File: src/rtl/aes_ctrl_pkg.sv
// ---------------------------------------------------------------------------
// aes_ctrl_pkg
//
// Shared definitions for the AES CTR-mode sequencing logic: the block width,
// the default counter width, the scheduler state encoding and a helper that
// assembles a {nonce, counter} block for an arbitrary counter width.
// Used by ctr_reg_unit and ctr_stream_sched.
// ---------------------------------------------------------------------------
package aes_ctrl_pkg;

    localparam int BLOCK_W       = 128;
    localparam int CTR_W_DEFAULT = 64;

    typedef enum logic [2:0] {
        ST_IDLE,
        ST_KINIT,
        ST_KWAIT,
        ST_STREAM,
        ST_ENC,
        ST_EWAIT,
        ST_OUT
    } sched_state_t;

    // Both fields arrive zero-extended to the block width; the counter is
    // masked to ctr_w bits and the nonce is shifted above it.
    function automatic logic [BLOCK_W-1:0] make_ctr_block(
        input logic [BLOCK_W-1:0] nonce,
        input logic [BLOCK_W-1:0] ctr,
        input int                 ctr_w
    );
        logic [BLOCK_W-1:0] mask;
        mask = {BLOCK_W{1'b1}} >> (BLOCK_W - ctr_w);
        return (nonce << ctr_w) | (ctr & mask);
    endfunction

endpackage

File: src/rtl/ctr_reg_unit.sv
// ---------------------------------------------------------------------------
// ctr_reg_unit
//
// Nonce/counter register for CTR mode. Loading captures a new nonce and
// restarts the counter at CTR_INIT; incrementing advances the counter modulo
// 2^CTR_W and records a wrap in a sticky overflow flag that the next load
// clears. Written to be shared with a decryption-side scheduler.
//
// Ports:
//   i_clk     system clock
//   i_reset   synchronous, active-high reset
//   i_load    capture i_nonce, counter <= CTR_INIT, clear overflow
//   i_nonce   nonce value (BLOCK_W-CTR_W bits)
//   i_inc     advance the counter by one
//   o_block   {nonce_reg, ctr_reg}
//   o_ovf     sticky: the counter wrapped since the last load
// ---------------------------------------------------------------------------
module ctr_reg_unit
    import aes_ctrl_pkg::*;
#(
    parameter int               CTR_W    = CTR_W_DEFAULT,
    parameter logic [CTR_W-1:0] CTR_INIT = '0
) (
    input  logic                     i_clk,
    input  logic                     i_reset,
    input  logic                     i_load,
    input  logic [BLOCK_W-CTR_W-1:0] i_nonce,
    input  logic                     i_inc,
    output logic [BLOCK_W-1:0]       o_block,
    output logic                     o_ovf
);

    logic [BLOCK_W-CTR_W-1:0] r_nonce;
    logic [CTR_W-1:0]         r_ctr;
    logic                     r_ovf;

    // Load wins over increment; the scheduler never asks for both at once.
    always_ff @(posedge i_clk) begin
        if (i_reset) begin
            r_nonce <= '0;
            r_ctr   <= CTR_INIT;
            r_ovf   <= 1'b0;
        end else if (i_load) begin
            r_nonce <= i_nonce;
            r_ctr   <= CTR_INIT;
            r_ovf   <= 1'b0;
        end else if (i_inc) begin
            r_ctr <= r_ctr + CTR_W'(1);
            if (&r_ctr) begin
                r_ovf <= 1'b1;
            end
        end
    end

    assign o_block = make_ctr_block(BLOCK_W'(r_nonce), BLOCK_W'(r_ctr), CTR_W);
    assign o_ovf   = r_ovf;

endmodule

File: src/rtl/ctr_stream_sched.sv
// ---------------------------------------------------------------------------
// ctr_stream_sched
//
// CTR-mode sequencer in front of a shared AES encryption core. Runs key
// expansion on request, then takes 128-bit payload beats, forms the counter
// block {nonce, ctr}, kicks the core for one block and returns
// payload XOR keystream on the output stream.
//
// Optional feature (macro CTR_PREFETCH_EN): a one-entry keystream buffer.
// While idle inside a message the next counter block is encrypted ahead of
// time, so a beat arriving with the buffer full is answered the next cycle.
//
// Ports:
//   i_clk, i_reset      clock, synchronous active-high reset
//   i_key_init          one-cycle key expansion request
//   i_nonce             message nonce, sampled on a message's first beat
//   i_in_valid/o_in_ready/i_in_data/i_in_last     payload input stream
//   o_out_valid/i_out_ready/o_out_data/o_out_last result output stream
//   o_core_init         one-cycle key expansion pulse to the core
//   o_core_next         one-cycle block encryption pulse to the core
//   o_core_block        {nonce_reg, ctr_reg} presented to the core
//   i_core_result       keystream block from the core
//   i_core_ready        core idle / result valid
//   o_key_valid         key expansion has completed
//   o_ctr_ovf           sticky: counter wrapped within the current message
// ---------------------------------------------------------------------------
module ctr_stream_sched
    import aes_ctrl_pkg::*;
#(
    parameter int               CTR_W    = CTR_W_DEFAULT,
    parameter logic [CTR_W-1:0] CTR_INIT = '0
) (
    input  logic                     i_clk,
    input  logic                     i_reset,
    input  logic                     i_key_init,
    input  logic [BLOCK_W-CTR_W-1:0] i_nonce,
    input  logic                     i_in_valid,
    output logic                     o_in_ready,
    input  logic [BLOCK_W-1:0]       i_in_data,
    input  logic                     i_in_last,
    output logic                     o_out_valid,
    input  logic                     i_out_ready,
    output logic [BLOCK_W-1:0]       o_out_data,
    output logic                     o_out_last,
    output logic                     o_core_init,
    output logic                     o_core_next,
    output logic [BLOCK_W-1:0]       o_core_block,
    input  logic [BLOCK_W-1:0]       i_core_result,
    input  logic                     i_core_ready,
    output logic                     o_key_valid,
    output logic                     o_ctr_ovf
);

    sched_state_t       r_state;
    logic               r_key_valid;
    logic               r_core_init;
    logic               r_core_next;
    logic               r_out_valid;
    logic [BLOCK_W-1:0] r_out_data;
    logic               r_out_last;
    logic [BLOCK_W-1:0] r_beat_data;
    logic               r_beat_last;
    logic               r_msg_first;

`ifdef CTR_PREFETCH_EN
    logic [BLOCK_W-1:0] r_ks_buf;
    logic               r_buf_valid;
    logic               r_pf_active;
`endif

    logic w_in_ready;
    logic w_accept;
    logic w_load;
    logic w_inc;

    // A key_init request in STREAM takes priority, so the beat must not be
    // acknowledged in that same cycle.
    assign w_in_ready = (r_state == ST_STREAM) && !i_key_init;
    assign w_accept   = w_in_ready && i_in_valid;
    assign w_load     = w_accept && r_msg_first;
    assign w_inc      = (r_state == ST_EWAIT) && i_core_ready;

    ctr_reg_unit #(
        .CTR_W    (CTR_W),
        .CTR_INIT (CTR_INIT)
    ) u_ctr (
        .i_clk   (i_clk),
        .i_reset (i_reset),
        .i_load  (w_load),
        .i_nonce (i_nonce),
        .i_inc   (w_inc),
        .o_block (o_core_block),
        .o_ovf   (o_ctr_ovf)
    );

    // Main sequencer. ENC and KINIT are guard cycles: the core only drops
    // core_ready one cycle after seeing its pulse, so ready is not trusted
    // until the following state.
    always_ff @(posedge i_clk) begin
        if (i_reset) begin
            r_state     <= ST_IDLE;
            r_key_valid <= 1'b0;
            r_core_init <= 1'b0;
            r_core_next <= 1'b0;
            r_out_valid <= 1'b0;
            r_out_data  <= '0;
            r_out_last  <= 1'b0;
            r_beat_data <= '0;
            r_beat_last <= 1'b0;
            r_msg_first <= 1'b1;
`ifdef CTR_PREFETCH_EN
            r_ks_buf    <= '0;
            r_buf_valid <= 1'b0;
            r_pf_active <= 1'b0;
`endif
        end else begin
            r_core_init <= 1'b0;
            r_core_next <= 1'b0;

            case (r_state)
                ST_IDLE: begin
                    if (i_key_init) begin
                        r_core_init <= 1'b1;
                        r_key_valid <= 1'b0;
                        r_state     <= ST_KINIT;
                    end
                end

                ST_KINIT: begin
                    r_state <= ST_KWAIT;
                end

                ST_KWAIT: begin
                    if (i_core_ready) begin
                        r_key_valid <= 1'b1;
                        r_state     <= ST_STREAM;
                    end
                end

                ST_STREAM: begin
                    if (i_key_init) begin
                        r_core_init <= 1'b1;
                        r_key_valid <= 1'b0;
                        r_state     <= ST_KINIT;
`ifdef CTR_PREFETCH_EN
                        r_buf_valid <= 1'b0;
`endif
                    end else if (i_in_valid) begin
                        r_beat_data <= i_in_data;
                        r_beat_last <= i_in_last;
                        r_msg_first <= 1'b0;
`ifdef CTR_PREFETCH_EN
                        // Either the buffer is consumed now or it was already
                        // empty; in both cases nothing stays buffered.
                        r_buf_valid <= 1'b0;
                        if (r_buf_valid) begin
                            r_out_data  <= i_in_data ^ r_ks_buf;
                            r_out_last  <= i_in_last;
                            r_out_valid <= 1'b1;
                            r_state     <= ST_OUT;
                        end else begin
                            r_core_next <= 1'b1;
                            r_state     <= ST_ENC;
                        end
`else
                        r_core_next <= 1'b1;
                        r_state     <= ST_ENC;
`endif
                    end
`ifdef CTR_PREFETCH_EN
                    // msg_first=1 means the next block belongs to a message
                    // whose nonce is not known yet, so never prefetch then.
                    else if (!r_buf_valid && !r_msg_first) begin
                        r_core_next <= 1'b1;
                        r_pf_active <= 1'b1;
                        r_state     <= ST_ENC;
                    end
`endif
                end

                ST_ENC: begin
                    r_state <= ST_EWAIT;
                end

                ST_EWAIT: begin
                    if (i_core_ready) begin
`ifdef CTR_PREFETCH_EN
                        if (r_pf_active) begin
                            r_ks_buf    <= i_core_result;
                            r_buf_valid <= 1'b1;
                            r_pf_active <= 1'b0;
                            r_state     <= ST_STREAM;
                        end else begin
                            r_out_data  <= r_beat_data ^ i_core_result;
                            r_out_last  <= r_beat_last;
                            r_out_valid <= 1'b1;
                            r_state     <= ST_OUT;
                        end
`else
                        r_out_data  <= r_beat_data ^ i_core_result;
                        r_out_last  <= r_beat_last;
                        r_out_valid <= 1'b1;
                        r_state     <= ST_OUT;
`endif
                    end
                end

                ST_OUT: begin
                    if (i_out_ready) begin
                        r_out_valid <= 1'b0;
                        if (r_out_last) begin
                            r_msg_first <= 1'b1;
                        end
                        r_state <= ST_STREAM;
                    end
                end

                default: begin
                    r_state <= ST_IDLE;
                end
            endcase
        end
    end

    assign o_in_ready  = w_in_ready;
    assign o_out_valid = r_out_valid;
    assign o_out_data  = r_out_data;
    assign o_out_last  = r_out_last;
    assign o_core_init = r_core_init;
    assign o_core_next = r_core_next;
    assign o_key_valid = r_key_valid;

endmodule

File: config.mk
export PLATFORM = sky130hd
export DESIGN_NAME = ctr_stream_sched
export DESIGN_NICKNAME = d
export VERILOG_FILES = /design/src/rtl/aes_ctrl_pkg.sv /design/src/rtl/ctr_reg_unit.sv /design/src/rtl/ctr_stream_sched.sv
export SDC_FILE = /design/constraint.sdc
export NUM_CORES = 1
export LEC_CHECK = 0
export BUFFER_PORTS_ARGS = -buffer_cell sky130_fd_sc_hd__buf_2
export CAP_MARGIN = 10
export CORE_AREA = 4 4 224 226
export DETAILED_ROUTE_END_ITERATION = 6
export DIE_AREA = 0 0 228 230
export HOLD_SLACK_MARGIN = 0.08
export PLACE_DENSITY_LB_ADDON = 0.25
export SETUP_SLACK_MARGIN = 0.5
export SYNTH_ARGS = -nofsm -noshare
export SYNTH_HDL_FRONTEND = slang
export SYNTH_HIERARCHICAL = 1
export SYNTH_SLANG_ARGS = --single-unit
File: constraint.sdc
create_clock -name i_clk -period 6.3 [get_ports i_clk]
set_input_delay 0.315 -clock i_clk [delete_from_list [all_inputs] [get_ports i_clk]]
set_output_delay 0.315 -clock i_clk [all_outputs]
set_load 0.1 [all_outputs]
==> results.py <==
metrics = {
    "timing": {
        "period_share_pct": 56.2,
        "final_setup_tns_ns": 0,
        "timing.final.hold_violations": 0,
        "clock_skew_ns": 0.0329,
        "relSlewSlack_pct": 29.3,
        "setup_viol_count_final": 0,
        "worst_pin_slew_ns": 1.06,
        "rsz0062_at_grt": "false",
        "achievable-frequency_ghz": 0.282,
        "slew_violations": 0,
        "finalWorstPathRequiredPeriod_ns": 3.54,
    },
    "detailed_routing": {
        "remaining_drc_errors": 0,
        "detail_route.first_pass.iterations": 5,
        "route.antenna.remaining_nets": 0,
        "routedLengthMet1_um": 22700,
        "drt_wl_total_um": 56900,
        "first_iter_violations": 929,
        "num_vias": 15600,
        "routed.top_layer": "met5",
        "met2_wl_um": 27800,
        "wl_met3_um": 3940,
        "wl_per_cell_um": 17.3,
        "via_per_inst": 4.76,
    },
    "critical_path": {
        "worst_path_max_delay_cell": "sky130_fd_sc_hd__and3_4",
        "crit_path_start_kind": "flop",
        "critical_path_buf_inv_count": 1,
        "cp.arrival_ns": 3.96,
        "critical_path.most_common_cell": "sky130_fd_sc_hd__nand4_1",
        "worst-path-max-fanout": 59,
        "max_stage_delay_ns": 0.66,
        "crit_family": "simple AND/OR/NAND/NOR gates",
        "critical_path.endpoint_type": "flop",
        "critical_path.cell_chain": "inv_1, ha_1, and3_4, nand4_1, nor4_4, nand4_1, nor3_1, mux2_2",
        "worstPathRequired_ns": 6.72,
        "timing.setup.critical_path_class": "reg2reg",
    },
    "pwr": {
        "fin_total_pwr_w": 0.00589,
        "ir_drop_mv": 0.195,
        "power_per_cell_area_nw_per_um2": 249,
        "total_leakage_power_nw": 9.36,
    },
    "die": {
        "rows": 81,
        "floorplan.die_area_um2": 52400,
        "top_level_ports": 590,
        "floorplan.die.width_um": 228,
        "floorplan.die.height_um": 230,
        "start_util_pct": 32.7,
        "floorplan.core_area_um2": 48300,
    },
    "run": {
        "cap_viol_max_count": 0,
    },
    "yosys": {
        "synthArstFlopShare_pct": 0,
        "syn_avg_cell_area_um2": 8.90,
        "synth-edff-count": 0,
        "syn_nets": 2109,
        "yosysUniqueCellTypes": 45,
        "synth_ff_type": "sky130_fd_sc_hd__dfxtp_1",
        "post_synth_most_frequent_cells": "sky130_fd_sc_hd__dfxtp_1 (395), sky130_fd_sc_hd__nand2_1 (294), sky130_fd_sc_hd__nor2_1 (247), sky130_fd_sc_hd__a21oi_1 (163), sky130_fd_sc_hd__xnor2_1 (142)",
        "synthCells": 1775,
        "synth_area_leader_cell": "sky130_fd_sc_hd__dfxtp_1",
        "synth_area_leaders": "sky130_fd_sc_hd__dfxtp_1 (50%), sky130_fd_sc_hd__xnor2_1 (7.9%), sky130_fd_sc_hd__nand2_1 (7.0%)",
        "post-synth-top-area-fraction_pct": 50.1,
        "synth_area_um2": 15800,
        "synth.yosys.seq_area_share_pct": 50.1,
        "synthMostInstantiatedCell": "sky130_fd_sc_hd__dfxtp_1",
        "yosysWarningCount": 6,
        "synth_seq_cells": 395,
    },
    "global_routing": {
        "grt_first_pass_wirelength_um": 88300,
        "initial_antenna_violation_count": 10,
        "grt_usage_pct": 20.7,
        "grt_overflow": 0,
        "grt_max_degree": 108,
        "via_count_of_the_first_global_routing_pass": 16000,
    },
    "placed_design": {
        "io_buffers": 589,
        "place.detailed.hpwl_um": 38100,
        "finalWeightedCongestion": 0.878,
    },
    "clock_tree": {
        "clk_lat_worst_skew_ns": 0.56,
        "clk_pin_slew_ns": 0.06,
        "cts-buffers-inserted": 45,
        "postCtsSetupBuffers": 0,
        "clock-sinks": 395,
        "clock_root_buffer_master": "sky130_fd_sc_hd__clkbuf_16",
        "tritoncts_clock_tree": "built",
        "clock_path_buffers": 3,
        "post_cts_repair_resize_count": 0,
        "htree_levels": 2,
        "cts_hold_repair.buffers": 315,
    },
    "run_status": {
        "status": "finished, final reports clean",
    },
    "final_layout": {
        "area.growth.synth_to_final_pct": 50.0,
        "num-nets-final": 2951,
        "final_layout_size_suffix_gt1_share_pct": 26.0,
    },
    "min_path": {
        "worst_hold_path_type": "in2reg",
    },
}
## metal layers
layer	GRT usage, %	up-vias
li1	-	7752
met1	23.9	7148
met2	35.8	566
met3	5.77	157
met4	9.13	4
met5	0	-
## cell type report
class / count / area, um2
clock inverters: 11 / 120
well taps: 622 / 778
multi-input cells: 1248 / 7230
inverters: 13 / 48.8
fillers: 4531 / 24700
clock buffers: 70 / 1380
flip-flops and latches: 395 / 7910
repair buffers: 914 / 6190
diodes: 10 / 25.0
## worst register-to-register path, delay by kind of cell, from the launching register on
family | cells | cell delay, ns
buffers and inverters | 1 | 0.10
muxes | 1 | 0.38
and+or+nand+nor | 5 | 2.34
DFF | 1 | 0.36
adders and majority gates | 1 | 0.24
## layout by cell type, fill, tap and decap left out, drive strengths merged, types with 6 or more instances in the layout
master	Yosys	routed
buf	61	599
dfxtp	395	395
dlygate4sd3	0	315
nand2	294	294
nor2	247	247
a21oi	163	163
xnor2	142	142
a211oi	128	128
clkbuf	58	70
mux2i	66	66
nand4	32	32
nand3	28	28
xor2	19	19
o21ai	17	17
o31ai	17	17
or3	16	16
or4	14	14
inv	13	14
nor4	13	13
diode	0	10
nor3	9	9
clkinv	0	8
ha	7	7
and3	6	6
## where the power goes
group / internal, W / switching (W)
combinational: 0.000321 / 0.000374
clock: 0.00159 / 0.00104
sequential: 0.00254 / 0.0000293
total: 0.00445 / 0.00145
## cells by family after synthesis
kind of cell             count (synthesis)  share of synthesized area, %
buffers and inverters                  132                          4.24
multiplexers                            68                          4.33
XOR/XNOR                               161                          8.93
AO/OA/AOI/OAI                          332                          13.0
AND/OR/NAND/NOR                        680                          18.9
flip-flops                             395                          50.1
adder cells (fa/ha/maj)                  7                         0.555
## registers in the layout, indices dropped and copies added, names as in the netlist
| register | count |
|---|---|
| o_out_last | 1 |
| r_beat_data | 128 |
| r_state | 3 |
| u_ctr/r_ctr | 64 |
| o_core_init | 1 |
| u_ctr/o_ovf | 1 |
| o_out_valid | 1 |
| u_ctr/r_nonce | 64 |
| o_out_data | 128 |
| r_msg_first | 1 |
| o_core_next | 1 |
| r_beat_last | 1 |
| o_key_valid | 1 |
## final timing paths
kind | depth (start not counted) | slack (ns) | to | start
max | 8 | 2.76 | u_ctr/r_ctr[63]$_SDFFE_PP0P_ | r_state[1]$_SDFFE_PP0P_
min | 3 | 0.13 | o_out_data[80]$_SDFFE_PP0P_ | i_core_result[80]
max reg2reg | 8 | 2.76 | u_ctr/r_ctr[63]$_SDFFE_PP0P_ | r_state[1]$_SDFFE_PP0P_
min reg2reg | 2 | 0.46 | r_beat_last$_SDFFE_PP0P_ | r_beat_last$_SDFFE_PP0P_
## metrics by stage
stage	std cells	hold WS, ns	instance area, um2	util (%)	setup WS, ns
after floorplan	1775	0.436	15800	-	3.28
after CTS	3273	0.0809	23700	48.9	2.71
after detailed placement	2877	0.449	19000	39.3	2.76
after global routing	3279	0.125	23700	49.0	2.47
final	3283	0.131	23700	49.0	2.76
after global placement	2877	0.443	19000	39.3	2.86
No activity file was read; power rests on OpenSTA's default activity.
